$ cat config.mk
export PLATFORM = sky130hd
export DESIGN_NAME = fetch_unit
export DESIGN_NICKNAME = d
export VERILOG_FILES = /design/src/rtl/proc_pkg.sv /design/src/rtl/icache_array.sv /design/src/rtl/fetch_unit.sv
export SDC_FILE = /design/constraint.sdc
export NUM_CORES = 1
export LEC_CHECK = 0
export CAP_MARGIN = 15
export CORE_MARGIN = 2
export CORE_UTILIZATION = 62
export DETAILED_ROUTE_END_ITERATION = 7
export GPL_TIMING_DRIVEN = 0
export HOLD_SLACK_MARGIN = 0.12
export PLACE_DENSITY = 0.85
export SYNTH_ARGS = -nofsm -noshare
export SYNTH_HDL_FRONTEND = slang
export SYNTH_SLANG_ARGS = --single-unit
$ cat constraint.sdc
create_clock -name clk -period 37.9 [get_ports clk]
set_input_delay 11.37 -clock clk [delete_from_list [all_inputs] [get_ports clk]]
set_output_delay 11.37 -clock clk [all_outputs]
set_load 0.05 [all_outputs]
$ cat src/rtl/proc_pkg.sv
// Shared processor constants and types: reset PC, NOP encoding, cache line geometry, fetch FSM states.
package proc_pkg;

  localparam logic [31:0] RESET_PC_DEFAULT = 32'h0000_1000;
  localparam logic [31:0] NOP_INSTR        = 32'h0000_0013;
  localparam int unsigned WORD_W           = 32;
  localparam int unsigned LINE_W           = 128;
  localparam int unsigned LINE_OFS_W       = 4;

  typedef enum logic {
    RUN    = 1'b0,
    REFILL = 1'b1
  } fetch_state_t;

  function automatic logic [31:0] line_base(input logic [31:0] addr);
    return {addr[31:LINE_OFS_W], 4'b0000};
  endfunction

endpackage

$ cat src/rtl/icache_array.sv
// Direct-mapped instruction cache storage: valid bits with reset, tag/data arrays without.
module icache_array
  import proc_pkg::*;
#(
  parameter int unsigned LINES = 4,
  parameter int unsigned IDX_W = 2,
  parameter int unsigned TAG_W = 26
) (
  input  logic              clk,
  input  logic              reset,
  input  logic              we,
  input  logic [IDX_W-1:0]  widx,
  input  logic [TAG_W-1:0]  wtag,
  input  logic [LINE_W-1:0] wdata,
  input  logic [IDX_W-1:0]  ridx,
  output logic              rvalid,
  output logic [TAG_W-1:0]  rtag,
  output logic [LINE_W-1:0] rdata
);

  logic [LINES-1:0]  valid;
  logic [TAG_W-1:0]  tags [LINES];
  logic [LINE_W-1:0] lines [LINES];

  // Reset takes priority so a write coinciding with reset never leaves a valid line.
  always_ff @(posedge clk) begin
    if (!reset) begin
      valid <= '0;
    end else if (we) begin
      valid[widx] <= 1'b1;
    end
  end

  always_ff @(posedge clk) begin
    if (we) begin
      tags[widx]  <= wtag;
      lines[widx] <= wdata;
    end
  end

  assign rvalid = valid[ridx];
  assign rtag   = tags[ridx];
  assign rdata  = lines[ridx];

endmodule

$ cat src/rtl/fetch_unit.sv
// Instruction fetch stage: PC, direct-mapped I-cache lookup, line refill FSM and F/D register.
module fetch_unit
  import proc_pkg::*;
#(
  parameter logic [31:0] RESET_PC = RESET_PC_DEFAULT,
  parameter int unsigned LINES    = 4
) (
  input  logic              clk,
  input  logic              reset,
  input  logic              dhit,
  input  logic              redirect,
  input  logic [31:0]       redirect_pc,
  output logic              mem_req,
  output logic [31:0]       mem_addr,
  input  logic              mem_ack,
  input  logic [LINE_W-1:0] mem_rdata,
  output logic [31:0]       instr,
  output logic [31:0]       pc_d,
  output logic              ihit
);

  localparam int unsigned IDX_W = $clog2(LINES);
  localparam int unsigned TAG_W = 32 - LINE_OFS_W - IDX_W;

  fetch_state_t      state;
  logic [31:0]       pc;
  logic [31:0]       miss_addr;
  logic              rvalid;
  logic [TAG_W-1:0]  rtag;
  logic [LINE_W-1:0] rdata;
  logic              hit_c;
  logic              we_c;
  logic [31:0]       word_c;
  logic [31:0]       redir_pc_c;

  assign redir_pc_c = redirect_pc & ~32'h0000_0003;
  assign hit_c      = rvalid && (rtag == pc[31 -: TAG_W]);
  assign we_c       = (state == REFILL) && mem_ack && reset;
  assign mem_addr   = miss_addr;

  icache_array #(
    .LINES (LINES),
    .IDX_W (IDX_W),
    .TAG_W (TAG_W)
  ) u_array (
    .clk    (clk),
    .reset  (reset),
    .we     (we_c),
    .widx   (miss_addr[LINE_OFS_W +: IDX_W]),
    .wtag   (miss_addr[31 -: TAG_W]),
    .wdata  (mem_rdata),
    .ridx   (pc[LINE_OFS_W +: IDX_W]),
    .rvalid (rvalid),
    .rtag   (rtag),
    .rdata  (rdata)
  );

  // Word select within the looked-up line.
  always_comb begin
    word_c = rdata[31:0];
    case (pc[3:2])
      2'd1:    word_c = rdata[63:32];
      2'd2:    word_c = rdata[95:64];
      2'd3:    word_c = rdata[127:96];
      default: word_c = rdata[31:0];
    endcase
  end

  // Refill runs regardless of dhit; PC and F/D only move when decode advances.
  always_ff @(posedge clk) begin
    if (!reset) begin
      state     <= RUN;
      pc        <= RESET_PC;
      miss_addr <= '0;
      mem_req   <= 1'b0;
      instr     <= NOP_INSTR;
      pc_d      <= '0;
      ihit      <= 1'b0;
    end else begin
      case (state)
        RUN: begin
          if (dhit) begin
            if (redirect) begin
              pc   <= redir_pc_c;
              ihit <= 1'b0;
            end else if (hit_c) begin
              pc    <= pc + 32'd4;
              instr <= word_c;
              pc_d  <= pc;
              ihit  <= 1'b1;
            end else begin
              miss_addr <= line_base(pc);
              mem_req   <= 1'b1;
              state     <= REFILL;
              ihit      <= 1'b0;
            end
          end
        end
        REFILL: begin
          if (mem_ack) begin
            mem_req <= 1'b0;
            state   <= RUN;
          end
          if (dhit) begin
            ihit <= 1'b0;
            if (redirect) begin
              pc <= redir_pc_c;
            end
          end
        end
        default: state <= RUN;
      endcase
    end
  end

endmodule

# == Word-level counts from Yosys, hierarchy flattened ==
# Memories as Yosys holds them, arrays and structs flattened. A register that Yosys moved wholly into a read port is not among the register bits.
# Cells that the tools add are included.
# word_totals
memories,2
regBits,131
word_cells,70
mem_bits_rw,616
latchBits,0
out_inout_bits,98
rom_bits,0
# mem_list
name,words,word_bits,rd,rd_ports_with_merged_regs,write_ports,line_no,rtl
u_array.lines,4,128,1,1,1,icache_array.sv:23,logic [LINE_W-1:0] lines [LINES];
u_array.tags,4,26,1,1,1,icache_array.sv:22,logic [TAG_W-1:0] tags [LINES];
# op_classes
bitwise,4
mux,32
reduce_logical,9
n_shift,0
order_cmp,3
addsub,1
n_div,0
eq_ne,11
mul,0
# op_table
cell,count
32-bit 2-to-1 mux,5
32-bit case mux with 3 select lines,1
32-bit case mux with 2 select lines,1
32-bit by 3-bit adder with 32-bit output (second input constant),1
26-bit == test,1
1-bit 2-to-1 mux,16
4-bit AND reduction,4
2-bit != test (second input constant),6
2-bit 2-to-1 mux,4
2-bit by 3-bit < comparator with 1-bit output (second input constant),2
1-bit case mux with 2 select lines,3
2-bit == test (second input constant),2
1-bit logical AND,4
4-bit bitwise OR,1
3-bit != test (second input constant),1
1-bit inverter,3
1-bit binary-select mux with 2-bit select,1
1-bit demux with 2-bit select,1
2-bit by 1-bit == test with 1-bit output (second input constant),1
2-bit by 1-bit >= comparator with 1-bit output (second input constant),1
2-bit AND reduction,1

# == Logic depth before layout (Yosys ltp) ==
# Gate-level depths: netlist (run 1).
# depth
ltp_word,9
depth_mapped,13
mapped_depth_nobuf,9

# == By module ==
# A second synthesis (run 1) with hierarchy kept.
# hier_totals
cells_unflattened,1545
hier_area_um2,28637.5
# by_module_without_submodules
mod,seq_area_each_um2,instances,cells_per_inst,area_per_inst_um2
icache_array,18577.8,1,817,22356.4
fetch_unit,2462.4,1,728,6281.0

# == Least setup slack after synthesis (run 1) ==
# No wires, ideal clock.
# synth_timing
kind,input to register
start,input reset
end,memory u_array.lines[0][0] (enable)
arrival_time_ns,22.161
n_path_buf,1
path_stages,3
required_ns,37.042
path_slack_ns,14.881
path_cell_list,clkbuf_1 > nand3_1 > nor3_1
# synth_via
elab_chain_cells,3
# synth_lines
element,line_no,rtl
start: declaration,fetch_unit.sv:9,"input logic reset,"
1-bit logical AND,fetch_unit.sv:38,assign we_c = (state == REFILL) && mem_ack && reset;
1-bit 2-to-1 mux,icache_array.sv:35,if (we) begin
1-bit 2-to-1 mux (not written as such),icache_array.sv:37,lines[widx] <= wdata;
end: declaration,icache_array.sv:23,
# Every way passes these cells.

# == Worst setup path in the final report (run 1) ==
# layout_timing
start,input reset
end,memory u_array.lines[0][109] (enable)
# The elaborated chain is that of the path after synthesis.

==> impl_metrics.py, run 1 <==
metrics = {
    "logic_synthesis": {
        "yosys_most_used_dff": "edfxtp_1",
        "syn_area_um2": 29100,
        "ys_types": 57,
        "synth_area_per_cell_um2": 17.5,
        "synth_edf_count": 616,
        "yosysSeqAreaShare": 0.724,
        "yosysWarningCount": 0,
        "synth_seq_cells": 745,
        "syn_inst": 1660,
        "async_flop_share": 0,
    },
    "power_and_ir_drop": {
        "power_switching_uw": 365,
        "power_leakage_uw": 0.0115,
        "peakVddDrop_mv": 0.0463,
        "pwr-share-comb": 0.053,
        "power.density_nw_per_um2": 48.0,
        "p_clk_frac": 0.424,
        "sequentialPowerShare": 0.523,
        "swShare": 0.214,
        "internal-power_uw": 1340,
    },
    "sta": {
        "slew_viol_final": 0,
        "clock.fmax_mhz": 73.1,
        "tightest_slew_ns": 1.11,
        "hold_slack_ns": 0.480,
        "maxSlewHeadroom": 0.263,
        "period_needed_ns": 13.69,
        "finalSetupViolCount": 0,
        "grt_setup_unrepaired": "no",
        "hold_violations": 0,
        "period_share": 0.361,
        "finalClockSkew_ns": 0.0210,
        "fin_tns_setup_ns": 0,
    },
    "worst_setup_path": {
        "crit_type": "in -> reg",
        "startpoint_type": "input pin",
        "cp.required_ns": 38.22,
        "slowest_delay_ns": 0.63,
        "crit_path_cell_trace": "clkbuf_1 -> nand3_1 -> nor3_2 -> buf_6 -> buf_4 -> buf_8 -> buf_6 -> buf_8 -> buf_6",
        "crit_slowest_cell": "nor3_2",
        "critPathMaxFanout": 11,
        "r2r_cells": 10,
        "worstSetupStartpoint": "reset",
        "worstSetupEndpointType": "register",
        "crit_arrival_ns": 14.00,
        "cp_common_cell": "buf_6",
    },
    "floorplan": {
        "ios": 263,
        "row_count": 79,
        "start_util": 0.626,
        "fp.dieW_um": 221,
        "dieArea_um2": 48700,
        "die_h_um": 221,
        "coreArea_um2": 46500,
    },
    "routing": {
        "dr_wl_met3_um": 7990,
        "vias": 18094,
        "drt-initial-drc-count": 2502,
        "ant_nets": 0,
        "drc": 1,
        "wl_per_cell_um": 30.1,
        "firstDrtPassIters": 8,
        "topRoutingLayerUsed": "met5",
        "vias_per_cell": 6.66,
        "route.met2.wl_um": 40400,
        "wirelength_um": 81900,
        "met1_length_um": 30300,
    },
    "global_route": {
        "grt_pass1_wl_um": 119000,
        "track_usage": 0.342,
        "antenna_found_initial": 11,
        "grt_overflow": 0,
        "grt_max_degree": 27,
        "grt_pass1_vias": 18321,
    },
    "cts": {
        "post_cts_buffers": 0,
        "cts.clk_slew.worst_paths_ns": 0.07,
        "cts-resized-gates": 0,
        "numCtsBuffers": 73,
        "cts_tree": "built",
        "clk_latency_ns": 0.62,
        "clk_path_buf_depth": 3,
        "cts.sinks": 745,
        "clock-root-buffer": "clkbuf_16",
        "hold_buffers": 0,
        "htree_levels": 3,
    },
    "hold_path": {
        "hp-start": "u_array.valid[3]$_SDFFE_PN0P_",
        "holdPathStages": 1,
        "hp-class": "reg -> reg",
    },
    "run_status": {
        "outcome": "finished with violations",
        "violations": "design-rule violations",
    },
    "place": {
        "dpl.hpwl_um": 53600,
        "io_buffers": 253,
        "place_congestion": 0.977,
    },
    "cells_and_area": {
        "nNetsFinal": 2212,
        "area_delta_synth_final_pct": 22.3,
        "drive_gt1_frac": 0.173,
        "fin_util": 0.766,
    },
    "job": {
        "drv_cap": 0,
    },
}
cells in the final DEF (no fill, tap or decap), drive strengths merged, types with 6 or more instances in the layout:
master and n:
and2 11, edfxtp 616, a31oi 12, a222oi 33
diode 7, nor4 11, conb 6, nor3 17
a21oi 32, mux2 6, nand4 9, o21a 21
clkinv 31, clkbuf 166, mux2i 117, nand3 20
buf 102, mux4 145, dfxtp 129, nor2 135
a211oi 8, nand2 75, xnor2 15, a22oi 10
clkdlybuf4s50 253, nand2b 7, inv 16, o21ai 42
path summary, 6_finish.rpt:
path	end	slack (ns)
max	u_array.lines[0][109]$_DFFE_PP_	24.21
min reg2reg	u_array.valid[3]$_SDFFE_PN0P_	0.48
min	u_array.valid[3]$_SDFFE_PN0P_	0.48
max reg2reg	instr[2]$_SDFFE_PN0P_	33.30
registers in the layout (all words and copies together), names as in the netlist, named ones only:
register and cells:
ihit 1, instr 32, mem_addr 28, mem_req 1, pc 30, pc_d 30, state 1, u_array.lines 512
u_array.tags 104, u_array.valid 4
layout make-up:
class,count,area [um2]
clock buffer,97,2150
fill,2531,10900
timing repair buffer,303,3240
inverter,14,52.6
tap,607,759
clock inverter,37,273
buffer,121,573
sequential,745,21100
multi-input combinational,785,7440
antenna,7,17.5
power by group through the flow:
stage | Clock, uW | Sequential (uW) | Combinational (uW)
4_1_cts | 726 | 892 | 90.1
2_1_floorplan | 0 | 911 | 41.7
6_report | 724 | 892 | 91.3
5_1_grt | 758 | 892 | 95.6
3_3_place_gp | 0 | 911 | 85.1
3_5_place_dp | 0 | 909 | 88.5
layer usage:
layer  track usage  vias up
met4         0.154        8
met3        0.0713      226
met2         0.549     1295
met1         0.457     9183
li1              -     7382
met5             0        -
kinds of logic (layout without fill, tap and decap cells):
family / count (synthesis) / count (layout) / synth area share
compound gates: 188 / 188 / 0.0457
flops: 745 / 745 / 0.724
other cells: 1 / 13 / 0.000129
fa+ha+maj: 4 / 4 / 0.00172
xor+xnor: 15 / 15 / 0.00451
buf+inv: 135 / 572 / 0.0215
mux: 268 / 268 / 0.155
simple gates: 304 / 304 / 0.0471
stage by stage:
step | cell area (um2) | instances | total power (uW) | worst slack (ns)
2_1_floorplan | 29100 | 1665 | 952 | 14.88
3_3_place_gp | 32400 | 2525 | 996 | 6.26
3_5_place_dp | 33100 | 2574 | 997 | 23.61
4_1_cts | 35600 | 2708 | 1710 | 24.25
5_1_grt | 35600 | 2715 | 1750 | 24.10
6_report | 35600 | 2716 | 1710 | 24.21
worst max-delay path: cells and delay by family:
kind | cells | cell delay, ns
buffers and inverters | 7 | 1.71
and+or+nand+nor | 2 | 0.90
synthesized netlist by cell type, drive strengths merged (5+ instances only):
cell / number / area [um2]
nor3: 17 / 85.1
a21oi: 32 / 160
nand3: 20 / 100
dfxtp: 129 / 2580
o221a: 5 / 56.3
clkbuf: 69 / 259
nand2b: 7 / 43.8
a211oi: 8 / 60.1
buf: 52 / 314
and2: 11 / 68.8
xnor2: 15 / 131
nand2: 75 / 282
nor4: 11 / 68.8
mux2i: 117 / 1170
edfxtp: 616 / 18500
nand4: 9 / 56.3
a31oi: 12 / 75.1
a222oi: 33 / 330
o21ai: 42 / 210
nor2: 135 / 507
inv: 12 / 45.0
mux4: 145 / 3270
o22ai: 5 / 31.3
a22oi: 10 / 75.1
mux2: 6 / 71.3
o21a: 21 / 158
Note: power is estimated with default switching activity, not from simulation.
==> run 2: changes to the inputs <==
--- a/config.mk
+++ b/config.mk
@@ -7,11 +7,11 @@
 export LEC_CHECK = 0
 export CAP_MARGIN = 15
 export CORE_MARGIN = 2
-export CORE_UTILIZATION = 62
+export CORE_UTILIZATION = 57
 export DETAILED_ROUTE_END_ITERATION = 7
 export GPL_TIMING_DRIVEN = 0
 export HOLD_SLACK_MARGIN = 0.12
-export PLACE_DENSITY = 0.85
+export PLACE_DENSITY = 0.79
 export SYNTH_ARGS = -nofsm -noshare
 export SYNTH_HDL_FRONTEND = slang
 export SYNTH_SLANG_ARGS = --single-unit
==> constraint.sdc (replaced) <==
create_clock -name clk -period 12.7 [get_ports clk]
set_input_delay 3.81 -clock clk [delete_from_list [all_inputs] [get_ports clk]]
set_output_delay 3.81 -clock clk [all_outputs]
set_load 0.05 [all_outputs]
==> run 2 against run 1 <==
Net effect: the flow now finishes without violations; largest power group unchanged; design area about the same; clock power rose to 2.9 times the previous value; critical path depth unchanged; final cell count up 2.4%; worst hold slack worse by 0.022 ns; sequential share of layout area hardly changed; highest routed layer unchanged; die area increased by 8.6%; critical path type unchanged; clock-buffer cell count up 15; via count shrank 3.9%; clock skew down 0.0057 ns.
==> impl_metrics.py, run 2 (synthesis gave the netlist of run 1 again) <==
metrics = {
    "routing": {
        "wirelength_um": 76500,
        "wl_per_cell_um": 27.5,
        "firstDrtPassIters": 6,
        "drc": 0,
        "drt-initial-drc-count": 2062,
        "ant_nets": 0,
        "vias": 17381,
        "vias_per_cell": 6.25,
    },
    "worst_setup_path": {
        "worstSetupEndpointType": "register",
        "rrSetupSlack_ns": 8.18,
        "r2r_cells": 10,
        "startpoint_type": "input pin",
        "crit_type": "in -> reg",
        "crit_arrival_ns": 6.33,
        "critPathMaxFanout": 11,
        "cp.required_ns": 13.00,
    },
    "sta": {
        "period_share": 0.475,
        "tightest_slew_ns": 1.14,
        "slew_viol_final": 0,
        "hold_violations": 0,
        "finalSetupViolCount": 0,
        "grt_setup_unrepaired": "no",
        "clock.fmax_mhz": 166,
        "hold_slack_ns": 0.459,
        "period_needed_ns": 6.03,
        "maxSlewHeadroom": 0.235,
        "finalClockSkew_ns": 0.0153,
        "fin_tns_setup_ns": 0,
    },
    "cts": {
        "numCtsBuffers": 73,
        "htree_levels": 3,
        "cts.clk_slew.worst_paths_ns": 0.06,
        "post_cts_buffers": 0,
        "cts.sinks": 745,
        "clock-root-buffer": "clkbuf_16",
        "cts-resized-gates": 0,
        "hold_buffers": 0,
        "clk_path_buf_depth": 3,
        "clk_latency_ns": 0.61,
        "cts_tree": "built",
    },
    "cells_and_area": {
        "regMostFlops": "u_array.lines",
        "final_cells": 2781,
        "fillers": 3168,
        "top_regs": "u_array.lines: 512 flops, u_array.tags: 104 flops, instr: 32 flops",
        "drive_gt1_frac": 0.168,
        "area_delta_synth_final_pct": 22.2,
        "fin_util": 0.707,
        "layout_common_cells": "edfxtp_1 (616), clkdlybuf4s50_1 (253), mux4_2 (145)",
        "nNetsFinal": 2213,
        "largest_reg_flops": 512,
        "final_common_cell": "edfxtp_1",
    },
    "floorplan": {
        "dieArea_um2": 52900,
        "coreArea_um2": 50300,
        "start_util": 0.579,
        "fp.dieW_um": 230,
        "die_h_um": 230,
        "row_count": 82,
        "ios": 263,
    },
    "power_and_ir_drop": {
        "power.density_nw_per_um2": 141,
        "power_leakage_uw": 0.0115,
        "peakVddDrop_mv": 0.126,
    },
    "global_route": {
        "met3_usage": 0.0624,
        "met1_usage": 0.387,
        "grt_max_degree": 28,
        "track_usage": 0.290,
        "grt_pass1_wl_um": 112000,
        "grt_overflow": 0,
        "grt_pass1_vias": 17541,
        "grt.met2_usage": 0.482,
        "antenna_found_initial": 11,
        "top_usage_layer": "met2",
    },
    "place": {
        "placed_cells": 2641,
        "place_congestion": 0.976,
        "io_buffers": 253,
        "dpl.hpwl_um": 52600,
    },
    "hold_path": {
        "holdPathStages": 2,
        "hp-class": "reg -> reg",
    },
    "run_status": {
        "outcome": "completed",
    },
    "job": {
        "drv_cap": 0,
    },
}
-- run 2: per-layer routing --
metal,vias up,part of all wire
li1,7377,-
met1,8875,0.38
met2,970,0.50
met3,147,0.097
met4,12,0.026
met5,-,0.0010
-- run 2: power by group --
part	leakage, uW	switching [uW]	internal [uW]
Combinational	0.00369	152	115
Sequential	0.00667	10.1	2650
Clock	0.00112	881	1190
-- run 2: area by class of cell --
| cell class | count | area [um2] | share of cell area |
|---|---|---|---|
| Antenna cell | 7 | 17.5 | 0.000493 |
| Buffer | 121 | 573 | 0.0161 |
| Clock buffer | 112 | 2150 | 0.0604 |
| Clock inverter | 21 | 145 | 0.00408 |
| Inverter | 14 | 52.6 | 0.00148 |
| Multi-Input combinational cell | 785 | 7440 | 0.209 |
| Sequential cell | 745 | 21100 | 0.593 |
| Tap cell | 672 | 841 | 0.0236 |
| Timing Repair Buffer | 304 | 3260 | 0.0917 |
-- run 2: worst max-delay path, cell delays in order --
cell,delay (ns)
clkdlybuf4s50_1,0.53
nand3_1,0.14
nor3_2,0.60
buf_6,0.27
buf_8,0.17
buf_4,0.23
buf_6,0.19
buf_6,0.19
buf_6,0.19
-- run 2: path summary, 6_finish.rpt --
path,from,end
worst min-delay path,mem_req$_SDFFE_PN0P_,mem_req$_SDFFE_PN0P_
worst max-delay path,mem_ack,u_array.lines[2][41]$_DFFE_PP_
worst max register to register,register,instr[2]$_SDFFE_PN0P_
worst min register to register,mem_req$_SDFFE_PN0P_,mem_req$_SDFFE_PN0P_
-- run 2: through the flow --
stage                     setup slack (ns)  cell area (um2)  power, uW
final                                 6.67            35600       5000
after global routing                  6.57            35500       5140
after CTS                             6.68            35500       5020
after detailed placement              6.07            33200       2980
after global placement              -11.98            32500       2970
after floorplan                      -2.76            29100       2840
==> edit: new RTL, settings of run 2 <==
Reset style: asynchronous (`reset`), changed in 2 clocked blocks.
--- a/src/rtl/icache_array.sv
+++ b/src/rtl/icache_array.sv
@@ -24,5 +24,5 @@
 
   // Reset takes priority so a write coinciding with reset never leaves a valid line.
-  always_ff @(posedge clk) begin
+  always_ff @(posedge clk or negedge reset) begin
     if (!reset) begin
       valid <= '0;
--- a/src/rtl/fetch_unit.sv
+++ b/src/rtl/fetch_unit.sv
@@ -68,5 +68,5 @@
 
   // Refill runs regardless of dhit; PC and F/D only move when decode advances.
-  always_ff @(posedge clk) begin
+  always_ff @(posedge clk or negedge reset) begin
     if (!reset) begin
       state     <= RUN;
Behaviour: not the same (Yosys sat finds a counterexample within 4 cycles, from zero or initial values and one cycle with reset low; the reset may be asserted at any time).
==> edit against run 2 <==
Sequential share of layout area grew 0.36 points. Die area rose by 1.8%. Wire length up 4.7%. Sequential cell count decreased by 2. Cell area is 2.2% higher. Utilization is 0.13 points higher. Setup slack lost 0.59 ns. Synthesized cell count fell by 6.7%. Synthesized area up 1.8%. Register-to-register slack got worse by 0.28 ns.
Power is not compared: it rests on default switching activity, and its combinational part moved more than twofold at a synthesized area within 25%.
==> edit: results (changes against run 2) <==
| Metric | Value |
|---|---|
| Status | completed (unchanged) |
| CTS Hold Bufs | 0 (unchanged) |
| Total of warnings raised by yosys | 0 (unchanged) |
| Critical Path Start | reset (was mem_ack) |
| Dpl ws | 5.392 ns (was 6.072 ns) |
| Slew Limit Fails | 0 (unchanged) |
| Slowest-stage cell, CP | nor3_2 (unchanged) |
| Mean area per synthesized cell | 19.14 um2 (was 17.53 um2) |
| Worst Skew | 0.03002 ns (was 0.01526 ns) |
| Fin cells | 2704 (was 2781) |
| Placed instance area | 33900 um2 (was 33250 um2) |
| Post-DP HPWL | 54670 um (was 52650 um) |
| Total track usage | 30.42% (was 29.01%) |
| R2R Path End | instr[15]$_DFFE_PN0P_ (was instr[2]$_SDFFE_PN0P_) |
| Iter 0 DRT Violations | 2160 (was 2062) |
| Antenna violations before repair | 15 (was 11) |
| CTS buffer count | 75 (was 73) |
| Seq/Total Area, Yosys | 73.19% (was 72.44%) |
| CP peak stage delay | 0.57 ns (was 0.60 ns) |
| Worst Hold Launch | u_array.valid[2]$_DFFE_PN0P_ (was mem_req$_SDFFE_PN0P_) |
| Post-synth cell types | 66 (was 57) |
| GPL Wtd Cong | 0.9528 (was 0.9764) |
| Arrival time worst endpoint | 6.95 ns (was 6.33 ns) |
| Hold Crit Depth | 1 (was 2) |
| Clock Path Buffers | 3 (unchanged) |
| Async S/R FF share, synth | 17.09% (was 0%) |
| First-pass GRT wire length | 117500 um (was 112300 um) |
| End point of the critical path | u_array.tags[1][15]$_DFFE_PP_ (was u_array.lines[2][41]$_DFFE_PP_) |
| Slew HR | 20.36% (was 23.48%) |
| CP Max Fanout | 81 (was 11) |
| Worst R2R Setup Slack | 7.90 ns (was 8.18 ns) |
| Final nets | 2126 (was 2213) |
| DRT antenna net count | 0 (unchanged) |
| Share of cells above drive strength 1 | 23.23% (was 16.84%) |
| DR pass1 iterations | 7 (was 6) |
| Vias | 17190 (was 17380) |
| Pin count of the biggest net entering global routing | 82 (was 28) |
| Dpl cells | 2559 (was 2641) |
| Final WS setup | 6.082 ns (was 6.670 ns) |
| Most frequent cells after synthesis | edfxtp_1 (616), mux4_2 (140), dfrtp_1 (123) (was edfxtp_1 (616), mux4_2 (145), nor2_1 (135)) |
| Number of global-route vias before repair | 17700 (was 17540) |
| Hold EP | u_array.valid[2]$_DFFE_PN0P_ (was mem_req$_SDFFE_PN0P_) |
| Detailed Route WL | 80120 um (was 76500 um) |
| Worst-Skew Late Latency | 0.64 ns (was 0.61 ns) |
| Top post-synthesis cells by area | edfxtp_1 (62%), mux4_2 (11%), dfrtp_1 (10%), mux2_4 (3.0%), mux2_2 (1.2%) (was edfxtp_1 (64%), mux4_2 (11%), dfxtp_1 (8.9%), mux2i_1 (4.0%), nor2_1 (1.7%)) |
[edit: cell count changes in the layout (fill, tap and decap cells not counted), sizes merged, moves of 21 or more]
cell / change
dfrtp: +123
dfxtp: -129
mux2: +88
mux2i: -84
nor2: -116
o21a: -21
[edit: cell type report]
class                           instances  area (um2)
Sequential cell                       743       21680
Multi-Input combinational cell        685        7341
Inverter                               14       52.55
Fill cell                            3131       14950
Tap cell                              680       850.8
Buffer                                111       586.8
Clock inverter                         39       352.8
Clock buffer                          100        2071
Timing Repair Buffer                  327        3402
Antenna cell                            5       12.51
[edit: metal layers]
layer  up-vias  routed length, um  global-route usage [%]
met2       949              40250                   50.45
met4        20               2744                   10.92
met1      8893              30050                   39.57
met5         -                135                       0
li1       7142                  -                       -
met3       186               6939                   7.404
[edit: cell families (layout without fill, tap and decap cells)]
kind of cell	Yosys count	in the layout	share of synthesized area [%]
XOR/XNOR	19	19	0.5618
buffers and inverters	125	591	2.158
multiplexers	269	269	16.26
AO/OA/AOI/OAI	174	174	4.178
other	1	11	0.01266
AND/OR/NAND/NOR	213	213	3.472
adder cells (fa/ha/maj)	4	4	0.1690
flip-flops	743	743	73.19
[edit: per-stage QoR]
stage	setup TNS (ns)	hold WS [ns]
after floorplan	-1566.18	0.4337
after global placement	-	0.4462
after detailed placement	0	0.4488
after CTS	0	0.4638
after global routing	0	0.4867
final	0	0.4618
[edit: report_power, final]
| part | switching, uW | internal, uW | total (uW) |
|---|---|---|---|
| Sequential | 76.0 | 2760 | 2840 |
| Clock | 938 | 1210 | 2140 |
| Combinational | 561 | 369 | 930 |
| Total | 1580 | 4340 | 5910 |
